File: config.mk
export PLATFORM = sky130hd
export DESIGN_NAME = uart_tx_arbiter
export DESIGN_NICKNAME = d
export VERILOG_FILES = /design/src/rtl/uart_arb_pkg.sv /design/src/rtl/rr_arb2.sv /design/src/rtl/uart_tx_arbiter.sv
export SDC_FILE = /design/constraint.sdc
export NUM_CORES = 1
export LEC_CHECK = 0
export CAP_MARGIN = 0
export CORE_MARGIN = 3
export CORE_UTILIZATION = 46
export CTS_CLUSTER_DIAMETER = 150
export DETAILED_ROUTE_END_ITERATION = 16
export PLACE_DENSITY = 0.8
export SYNTH_ARGS = -nofsm -noshare
export SYNTH_HDL_FRONTEND = slang
export SYNTH_SLANG_ARGS = --single-unit
File: constraint.sdc
create_clock -name clk -period 2 [get_ports clk]
set_clock_uncertainty 0.15 [all_clocks]
set_input_delay 0.3 -clock clk [delete_from_list [all_inputs] [get_ports clk]]
set_output_delay 0.3 -clock clk [all_outputs]
set_load 0.1 [all_outputs]
File: src/rtl/uart_arb_pkg.sv
// Shared state encoding and parameter defaults for the UART TX arbiter.
// Defining UART_ARB_HEADER_EN adds the header state.
package uart_arb_pkg;

    localparam int unsigned NumBytesDefault = 6;
    localparam logic [7:0]  HdrBaseDefault  = 8'hA0;
    localparam int unsigned WordW           = 48;

    typedef enum logic [2:0] {
        StIdle    = 3'd0,
        StRdEn    = 3'd1,
        StLatch   = 3'd2,
        StSend    = 3'd3,
`ifdef UART_ARB_HEADER_EN
        StHdr     = 3'd5,
`endif
        StWaitAck = 3'd4
    } arb_state_e;

    // Header byte: base with bit 0 replaced by the source ID.
    function automatic logic [7:0] hdr_byte(input logic [7:0] base, input logic id);
        return (base & 8'hFE) | {7'd0, id};
    endfunction

endpackage

File: src/rtl/rr_arb2.sv
// Two-way round-robin selector: on contention the source that did not win last time is granted.
// Purely combinational; unaffected by UART_ARB_HEADER_EN.
module rr_arb2 (
    input  logic [1:0] req,
    input  logic       last_grant,
    output logic       gnt_valid,
    output logic       gnt_id
);

    always_comb begin
        gnt_valid = |req;
        unique case (req)
            2'b11:   gnt_id = ~last_grant;
            2'b10:   gnt_id = 1'b1;
            default: gnt_id = 1'b0;
        endcase
    end

endmodule

File: src/rtl/uart_tx_arbiter.sv
// Reads 48-bit words from two FIFOs in round-robin order and streams them LSB byte first
// over a tx_dv/tx_done UART handshake. UART_ARB_HEADER_EN prepends a source header byte.
module uart_tx_arbiter
    import uart_arb_pkg::*;
#(
    parameter int unsigned NUM_BYTES = NumBytesDefault,
    parameter logic [7:0]  HDR_BASE  = HdrBaseDefault
) (
    input  logic             clk,
    input  logic             rst_n,
    input  logic             f0_empty,
    input  logic [WordW-1:0] f0_data,
    output logic             f0_rd_en,
    input  logic             f1_empty,
    input  logic [WordW-1:0] f1_data,
    output logic             f1_rd_en,
    input  logic             tx_done,
    output logic             tx_dv,
    output logic [7:0]       tx_byte,
    output logic             busy,
    output logic             grant_id
);

    localparam logic [2:0] LastIdx = 3'(NUM_BYTES);

    arb_state_e       state_q, state_d;
    logic             last_grant_q, last_grant_d;
    logic             grant_id_q, grant_id_d;
    logic             f0_rd_en_q, f0_rd_en_d;
    logic             f1_rd_en_q, f1_rd_en_d;
    logic             tx_dv_q, tx_dv_d;
    logic [7:0]       tx_byte_q, tx_byte_d;
    logic             busy_q, busy_d;
    logic [2:0]       idx_q, idx_d;
    logic [WordW-1:0] word_q, word_d;
`ifdef UART_ARB_HEADER_EN
    logic             hdr_pend_q, hdr_pend_d;
`endif

    logic gnt_valid;
    logic gnt_id;

    rr_arb2 u_rr_arb2 (
        .req        ({~f1_empty, ~f0_empty}),
        .last_grant (last_grant_q),
        .gnt_valid  (gnt_valid),
        .gnt_id     (gnt_id)
    );

    always_comb begin
        state_d      = state_q;
        last_grant_d = last_grant_q;
        grant_id_d   = grant_id_q;
        f0_rd_en_d   = 1'b0;
        f1_rd_en_d   = 1'b0;
        tx_dv_d      = 1'b0;
        tx_byte_d    = tx_byte_q;
        idx_d        = idx_q;
        word_d       = word_q;
`ifdef UART_ARB_HEADER_EN
        hdr_pend_d   = hdr_pend_q;
`endif
        unique case (state_q)
            StIdle: begin
                if (gnt_valid) begin
                    f0_rd_en_d   = ~gnt_id;
                    f1_rd_en_d   = gnt_id;
                    grant_id_d   = gnt_id;
                    last_grant_d = gnt_id;
                    state_d      = StRdEn;
                end
            end
            StRdEn: state_d = StLatch;
            StLatch: begin
                word_d = grant_id_q ? f1_data : f0_data;
                idx_d  = 3'd0;
`ifdef UART_ARB_HEADER_EN
                state_d = StHdr;
`else
                state_d = StSend;
`endif
            end
`ifdef UART_ARB_HEADER_EN
            StHdr: begin
                tx_byte_d  = hdr_byte(HDR_BASE, grant_id_q);
                tx_dv_d    = 1'b1;
                hdr_pend_d = 1'b1;
                state_d    = StWaitAck;
            end
`endif
            StSend: begin
                if (idx_q < LastIdx) begin
                    tx_byte_d = 8'(word_q >> {idx_q, 3'b000});
                    tx_dv_d   = 1'b1;
                    state_d   = StWaitAck;
                end else begin
                    tx_byte_d = 8'h00;
                    state_d   = StIdle;
                end
            end
            StWaitAck: begin
                // A tx_done coinciding with our own strobe belongs to an earlier byte.
                if (tx_done && !tx_dv_q) begin
`ifdef UART_ARB_HEADER_EN
                    if (hdr_pend_q) begin
                        hdr_pend_d = 1'b0;
                    end else begin
                        idx_d = idx_q + 3'd1;
                    end
`else
                    idx_d = idx_q + 3'd1;
`endif
                    state_d = StSend;
                end
            end
            default: state_d = StIdle;
        endcase
        busy_d = (state_d != StIdle);
    end

    always_ff @(posedge clk or negedge rst_n) begin
        if (!rst_n) begin
            state_q      <= StIdle;
            last_grant_q <= 1'b1;
            grant_id_q   <= 1'b0;
            f0_rd_en_q   <= 1'b0;
            f1_rd_en_q   <= 1'b0;
            tx_dv_q      <= 1'b0;
            tx_byte_q    <= 8'h00;
            busy_q       <= 1'b0;
            idx_q        <= 3'd0;
            word_q       <= '0;
`ifdef UART_ARB_HEADER_EN
            hdr_pend_q   <= 1'b0;
`endif
        end else begin
            state_q      <= state_d;
            last_grant_q <= last_grant_d;
            grant_id_q   <= grant_id_d;
            f0_rd_en_q   <= f0_rd_en_d;
            f1_rd_en_q   <= f1_rd_en_d;
            tx_dv_q      <= tx_dv_d;
            tx_byte_q    <= tx_byte_d;
            busy_q       <= busy_d;
            idx_q        <= idx_d;
            word_q       <= word_d;
`ifdef UART_ARB_HEADER_EN
            hdr_pend_q   <= hdr_pend_d;
`endif
        end
    end

    assign f0_rd_en = f0_rd_en_q;
    assign f1_rd_en = f1_rd_en_q;
    assign tx_dv    = tx_dv_q;
    assign tx_byte  = tx_byte_q;
    assign busy     = busy_q;
    assign grant_id = grant_id_q;

endmodule

# == Yosys cells after proc, flatten, opt, wreduce, memory -nomap -nowiden ==
# Cells that the tools add are included.
# op_classes
addsub,1
order_cmp,1
n_eq_ne,7
n_shift,1
mux,15
n_bitwise,4
reduce_logical,8
# ops
cell,count
$mux W48,1
$shr A48 B6 Y8,1
$pmux W3 S5,1
$mux W3,4
$mux W8,1
$eq A3 B2 Y1 const B,2
$mux W1,6
$pmux W3 S2,1
$eq A2 B2 Y1 const B,2
$not A1 Y1,4
$reduce_and A2 Y1,2
$add A3 B1 Y3 const B,1
$eq A3 B1 Y1 const B,1
$eq A3 B3 Y1 const B,1
$logic_not A3 Y1,1
$lt A3 B3 Y1 const B,1
$reduce_bool A3 Y1,1
$ne A2 B2 Y1 const B,1
$pmux W1 S2,1
$reduce_bool A2 Y1,1
$reduce_or A2 Y1,1
$logic_and A1 B1 Y1,1
$logic_not A1 Y1,1
# totals
register_bits,68
inputBits,101
wordCells,47

# == Longest topological paths before layout ==
# Gate-level depths: netlist (run 1).
# depth
depth_word,6
ltp_mapped,5
ltp_nobuf,4

# == Cells and area by module ==
# From an unflattened synthesis (run 1), not the netlist that was laid out.
# hier_totals
cells_unflattened,330
area_unflattened_um2,3444.6
# modules_own_cells
mod,n_inst,cells_per_inst,area_per_inst_um2,seq_area_each_um2
uart_tx_arbiter,1,328,3430.8,1702.9
rr_arb2,1,2,13.8,0.0

# == Worst setup path before layout (run 1) ==
# OpenSTA, ideal clock, no wires.
# synth_path
path_type,register to register
from,register grant_id_q (netlist: grant_id)
to,register word_q[10]
t_arrival_ns,1.836
required_time_ns,1.727
setup_slack_ns,-0.109
stages_incl_launch_ff,6
synth_period_minus_slack_ns,2.109
path_cell_list,dfrtp_1 > buf_2 > buf_4 > clkbuf_4 > mux2i_1 > a21oi_1
# synth_via
elab_chain_len,1
# synth_lines
element,line_no,text
start: declaration,uart_tx_arbiter.sv:28,"logic grant_id_q, grant_id_d;"
start signal: assignment,uart_tx_arbiter.sv:139,grant_id_q <= grant_id_d;
$mux W48,uart_tx_arbiter.sv:75,word_d = grant_id_q ? f1_data : f0_data;
end signal: assignment,uart_tx_arbiter.sv:146,word_q <= word_d;
end: declaration,uart_tx_arbiter.sv:35,"logic [WordW-1:0] word_q, word_d;"
# Every way passes these cells.
# A chain may end at the register's enable or synchronous reset.

# == Worst setup path in the final report (run 1) ==
# layout_path
from,register state_q[0]
to,register tx_byte_q[7] (netlist: tx_byte[7])
# layout_via
elab_chain_len,1
# layout_lines
element,line_no,text
start: declaration,uart_tx_arbiter.sv:26,"arb_state_e state_q, state_d;"
start signal: assignment,uart_tx_arbiter.sv:123,state_q <= StIdle;
start signal: assignment,uart_tx_arbiter.sv:137,state_q <= state_d;
$eq A3 B2 Y1,uart_tx_arbiter.sv:63,unique case (state_q)
end signal: assignment,uart_tx_arbiter.sv:143,tx_byte_q <= tx_byte_d;
end: declaration,uart_tx_arbiter.sv:32,"logic [7:0] tx_byte_q, tx_byte_d;"
# Every way passes these cells.

==> results of run 1 <==
metal layers:
layer / vias up / wire [um]
met2: 79 / 3999
met3: 4 / 461
met1: 1304 / 3435
li1: 1399 / -
met4: 0 / 36
met5: - / 0
registers in the layout, indices dropped and copies added, names as in the netlist:
name,flops
f0_rd_en,1
last_grant_q,1
tx_byte,8
idx_q,3
busy,1
f1_rd_en,1
grant_id,1
word_q,48
state_q,3
tx_dv,1
cell usage in the layout (no fill, tap or decap), drive strengths merged, types with 5 or more instances in the layout:
| cell type | Yosys | routed |
|---|---|---|
| mux2i | 73 | 73 |
| nor3 | 5 | 5 |
| nor2 | 54 | 54 |
| nand2 | 10 | 10 |
| a21oi | 50 | 50 |
| clkdlybuf4s50 | 0 | 99 |
| a22oi | 8 | 8 |
| a32o | 8 | 8 |
| dfrtp | 67 | 67 |
| buf | 19 | 24 |
| clkbuf | 6 | 11 |
path summary, 6_finish.rpt:
check | end | slack [ns]
max | tx_byte[7] | 0.23
min | idx_q[0] | 0.34
max reg2reg | tx_byte[7] | 0.23
min reg2reg | tx_byte[5] | 0.34
max in group asynchronous | word_q[14] | 1.09
min in group clk | tx_byte[5] | 0.34
cell type report:
class                   instances  share of cell area, %
clock buffers                  11                  2.909
clock inverters                 3                 0.3089
inverters                       3                 0.2317
multi-input cells             234                  33.15
flip-flops and latches         68                  35.06
well taps                      99                  2.548
repair buffers                124                  25.79
report_power, final:
| part | switching [mW] | internal, mW |
|---|---|---|
| clock network | 0.462 | 0.464 |
| logic | 2.36 | 1.56 |
| registers | 0.466 | 2.05 |
cell families (layout without fill, tap and decap cells):
family,count (synthesis),after routing,share of synthesized area [%]
mux,73,73,21.08
simple gates,79,79,10.33
buf+inv,28,141,4.368
compound gates,81,81,14.73
fa+ha+maj,1,1,0.3610
flops,68,68,49.13
stage by stage:
step / util [%] / area [sq um] / hold slack [ns]
floorplan: - / 3467 / -0.1456
global placement: 64.38 / 4695 / 0.1665
detailed placement: 64.38 / 4695 / 0.1684
CTS: 66.66 / 4861 / 0.3474
global route: 66.66 / 4861 / 0.3646
finish: 66.66 / 4861 / 0.3437
synth_stat cells, types with 2 or more instances:
cell / instances / share of area (%)
buf_2: 13 / 1.9
nor2b_1: 3 / 0.54
nor2_1: 54 / 5.8
a21o_1: 3 / 0.65
o21ai_1: 2 / 0.29
mux2i_1: 73 / 21
a32oi_1: 2 / 0.51
a21oi_1: 49 / 7.1
nand2_1: 10 / 1.1
dfrtp_1: 67 / 48
buf_4: 5 / 1.1
a22o_1: 2 / 0.51
clkbuf_1: 5 / 0.54
a32o_1: 8 / 2.3
a31oi_1: 2 / 0.36
a22oi_1: 8 / 1.7
inv_1: 3 / 0.32
nor3_1: 5 / 0.72
what timing repair did:
action,in CTS,in global routing
setup buffers,0,0
hold endpoints to repair,67,0
setup endpoints to repair,0,0
hold buffers,1,0
resized for setup,0,0
worst min-delay path, stage by stage:
cell and delay (ns):
dlygate4sd3_1 0.52, buf_2 0.14, buf_12 0.24
==> flow_summary.json, run 1 <==
{
  "outcome": "complete, no violations",
  "cts_max_level": 3,
  "drv_slew": 0,
  "p_leak_nw": 2.048,
  "area.growth.synth_to_final_pct": 40.25,
  "cp_top_family": "flip-flops",
  "ant_nets": 0,
  "synth_ff_type": "dfrtp_1",
  "gp_congestion": 0.7675,
  "critPathCaptureType": "flip-flop",
  "avgSynthCellArea_sq_um": 10.50,
  "n_antenna_cell": 0,
  "io_pins": 114,
  "hold_viol": 0,
  "synth_edf_count": 0,
  "cts_buffers": 9,
  "portBuffers": 113,
  "drt_iter0_drc": 102,
  "fin_nets": 542,
  "power_mw": 7.354,
  "grt-ovfl-total": 0,
  "p_per_area_nw_per_um2": 1513,
  "maxSlewHeadroom_pct": 64.67,
  "routedWlPerCell_um": 14.64,
  "grt_pass1_wl_um": 13050,
  "yosys_register_bits": 68,
  "netlist_instances": 330,
  "critPathMaxStageDelay_ns": 0.68,
  "worstSetupStartpoint": "state_q[0]",
  "clock_path_buffers": 2,
  "ir_drop_uv": 555.4,
  "ff2ff_path_depth": 3,
  "critical_path_arrival_ns": 1.88,
  "clk_pin_slew_ns": 0.07,
  "synth_cell_type_count": 34,
  "setup_slack_ns": 0.2303,
  "hpwl_um": 6155,
  "dr.pass1.iters": 4,
  "grt_util_met1_pct": 25.42,
  "critical_path.cell_chain": "nand3b_2 > a21oi_4 > a32o_1",
  "start_util_pct": 47.53,
  "die_y_um": 92.80,
  "core_sq_um": 7292,
  "drc": 0,
  "min_period_over_period_pct": 88.48,
  "yosysWarnings": 0,
  "grt_pass1_vias": 2748,
  "via_per_inst": 5.140,
  "drive_above_1_share_pct": 9.932,
  "regArea_sq_um": 1704,
  "cts_root_buf": "clkbuf_8",
  "cp.required_ns": 2.11,
  "grt_usage_pct": 19.14,
  "clock_latency_ns": 0.33,
  "grt_max_degree": 54,
  "r2r_start": "state_q[0]",
  "cpMaxStageDelayCell": "dfrtp_1",
  "cp.depth": 3,
  "finalSetupViolCount": 0,
  "syn-cell-area_sq_um": 3466,
  "path_max_fanout": 15,
  "hold_path.class": "input pin to asynchronous set/reset pin",
  "rows": 31,
  "start_kind": "flip-flop",
  "gr-usage-met2_pct": 31.43,
  "n_fill_cell": 577,
  "die_w_um": 92.80,
  "critical_path_buf_inv_count": 0,
  "grt_antenna_before_repair": 0,
  "async_reset_ff_share_pct": 100.0,
  "grtUsageMet3_pct": 4.305,
  "yosysSeqAreaShare_pct": 49.13,
  "fin_cells": 542,
  "vias": 2786,
  "dpl.cell_count": 527,
  "tightest_slew_ns": 0.5299,
  "dp_slack_ns": 0.2456,
  "die_area_sq_um": 8612,
  "rsz0062_at_grt": "no",
  "routed_wl_um": 7933,
  "multi_input_area_sq_um": 1612,
  "cts_sinks": 68,
  "min_period_ns": 1.770,
  "fmax_ghz": 0.5651,
  "cts_tree": "yes",
  "worstSetupPathType": "flip-flop to flip-flop",
  "syn_nets": 432,
  "busiest_layer": "met2",
  "tns_ns": 0,
  "cap_violations": 0
}
Note: power is estimated with default switching activity, not from simulation.
==> run 2, diff against run 1 <==
--- a/config.mk
+++ b/config.mk
@@ -6,7 +6,7 @@
 export NUM_CORES = 1
 export LEC_CHECK = 0
 export CAP_MARGIN = 0
-export CORE_MARGIN = 3
+export CORE_MARGIN = 2
 export CORE_UTILIZATION = 46
 export CTS_CLUSTER_DIAMETER = 150
 export DETAILED_ROUTE_END_ITERATION = 16
==> run 2 against run 1 <==
Net effect:
- die area shrank 4.3%
- sequential share of layout area decreased by 0.18 points
- fmax decreased by 0.83%
- first-iteration DRC count up 66%
- critical path depth did not move
- sequential power barely moved
- register-to-register slack is essentially flat
- critical path type unchanged
- largest cell class unchanged
==> flow_summary.json, run 2 (synthesized netlist as in run 1, its figures left out) <==
{
  "via_per_inst": 5.125,
  "cts_max_level": 3,
  "core_sq_um": 7292,
  "grt_util_met1_pct": 26.09,
  "cpMaxStageDelayCell": "dfrtp_1",
  "regArea_sq_um": 1704,
  "postCtsResizedCells": 0,
  "die_y_um": 90.80,
  "clkPwrFrac_pct": 14.6,
  "maxSlewHeadroom_pct": 64.66,
  "fin_cells": 546,
  "cp.depth": 3,
  "tightest_slew_ns": 0.5302,
  "final_common_cell": "clkdlybuf4s50_1",
  "drive_above_1_share_pct": 10.96,
  "grt_pass1_wl_um": 13510,
  "rsz0062_at_grt": "no",
  "largest-register": "word_q",
  "setup_slack_ns": 0.2156,
  "start_kind": "flip-flop",
  "clock_latency_ns": 0.34,
  "worstSetupStartpoint": "state_q[0]",
  "outcome": "complete, no violations",
  "critical_path.cell_chain": "nand3b_2 > a21oi_4 > a32o_1",
  "vias": 2798,
  "gr-usage-met2_pct": 33.21,
  "hpwl_um": 5804,
  "ant_nets": 0,
  "cp.required_ns": 2.12,
  "largest_reg_flops": 48,
  "busiest_layer": "met2",
  "hold_path.class": "flip-flop to flip-flop",
  "ff2ff_path_depth": 3,
  "cts_buffers": 9,
  "n_fill_cell": 613,
  "sw_frac_of_total_pct": 44.86,
  "routedWlPerCell_um": 14.70,
  "seqPwrFrac_pct": 33.0,
  "die_area_sq_um": 8245,
  "die_w_um": 90.80,
  "grt_usage_pct": 20.22,
  "tns_ns": 0,
  "fin_nets": 544,
  "grt_pass1_vias": 2876,
  "hold_end": "tx_byte[3]",
  "drv_slew": 0,
  "min_period_ns": 1.784,
  "p_int_mw": 4.157,
  "whs_path_depth": 1,
  "regToRegSetupSlack_ns": 0.22,
  "crit-reg2reg-capture": "tx_byte[0]",
  "post_cts_buffers": 0,
  "io_pins": 114,
  "min_period_over_period_pct": 89.22,
  "area.growth.synth_to_final_pct": 40.97,
  "multi_input_area_sq_um": 1612,
  "start_util_pct": 47.53,
  "hold_viol": 0,
  "gp_congestion": 0.7979,
  "grt-ovfl-total": 0,
  "clock_path_buffers": 2,
  "comb_power_share_pct": 52.4,
  "cp_top_family": "flip-flops",
  "final_cell_mix": "clkdlybuf4s50_1, mux2i_1, dfrtp_1",
  "critPathMaxStageDelay_ns": 0.68,
  "drt_iter0_drc": 169,
  "dp_slack_ns": 0.2491,
  "fmax_ghz": 0.5604,
  "worstSetupPathType": "flip-flop to flip-flop",
  "grt_max_degree": 69,
  "p_leak_nw": 2.070,
  "ctsHoldBuffers": 1,
  "routed_wl_um": 8027,
  "cts_root_buf": "clkbuf_8",
  "rows": 31,
  "grtUsageMet3_pct": 6.177,
  "clk_pin_slew_ns": 0.08,
  "dpl.cell_count": 529,
  "ir_drop_uv": 749.2,
  "dr.pass1.iters": 4,
  "finalSetupViolCount": 0,
  "grt_antenna_before_repair": 0,
  "p_per_area_nw_per_um2": 1543,
  "portBuffers": 113,
  "p_sw_mw": 3.382,
  "critical_path_buf_inv_count": 0,
  "critical_path_arrival_ns": 1.91,
  "drc": 0,
  "r2r_start": "state_q[0]",
  "min_from": "tx_byte[3]",
  "cap_violations": 0,
  "critPathCaptureType": "flip-flop",
  "n_antenna_cell": 0,
  "cts_sinks": 68,
  "path_max_fanout": 15,
  "cts_tree": "yes"
}
run 2: changes by cell type in the layout (fill, tap and decap cells not counted), sizes merged:
| cell | delta |
|---|---|
| bufinv | +1 |
| clkinv | +3 |
| buf | +2 |
| clkbuf | -2 |
run 2: worst reg2reg max path: stages, from the launching register on:
cell and delay (ns):
dfrtp_1 0.68, nand3b_2 0.32, a21oi_4 0.34, a32o_1 0.22
run 2: through the flow:
stage / cell area [sq um] / hold slack, ns / util [%] / power (mW)
after floorplan: 3467 / -0.1456 / - / 5.457
after CTS: 4886 / 0.3529 / 67.00 / 7.591
after detailed placement: 4684 / 0.1962 / 64.24 / 6.478
after global placement: 4684 / 0.1936 / 64.24 / 6.359
after global routing: 4886 / 0.3725 / 67.00 / 8.051
final: 4886 / 0.3454 / 67.00 / 7.539
run 2: how the worst max path moves through the flow:
stage | to | slack, ns
after global placement | idx_q[1] | 0.27
after CTS | grant_id | 0.22
after global routing | tx_byte[4] | 0.10
after detailed placement | idx_q[1] | 0.25
after floorplan | idx_q[1] | 0.17
final | tx_byte[0] | 0.22
run 2: area by class of cell:
type,count,share of cell area (%)
multi-input cells,234,32.98
inverters,3,0.2305
well taps,99,2.535
clock buffers,9,2.535
clock inverters,7,1.383
flip-flops and latches,68,34.88
repair buffers,126,25.45
run 2: layer usage:
layer  vias up  wire length (um)
li1       1410                 -
met4         0                87
met5         -                 0
met1      1290              3545
met2        89              3895
met3         9               499
run 2: power groups by stage:
stage                     logic, mW  registers [mW]  clock network, mW
after global placement         3.88            2.48                  0
final                          3.95            2.49               1.10
after detailed placement       3.97            2.51                  0
after CTS                      3.98            2.49               1.12
after global routing           4.30            2.57               1.19
after floorplan                2.25            3.21                  0
==> run 3, diff against run 2 <==
--- a/config.mk
+++ b/config.mk
@@ -14,3 +14,4 @@
 export SYNTH_ARGS = -nofsm -noshare
 export SYNTH_HDL_FRONTEND = slang
 export SYNTH_SLANG_ARGS = --single-unit
+export TNS_END_PERCENT = 1
==> results of run 3 <==
The final DEF is identical to that of run 2; final timing and power are the same.
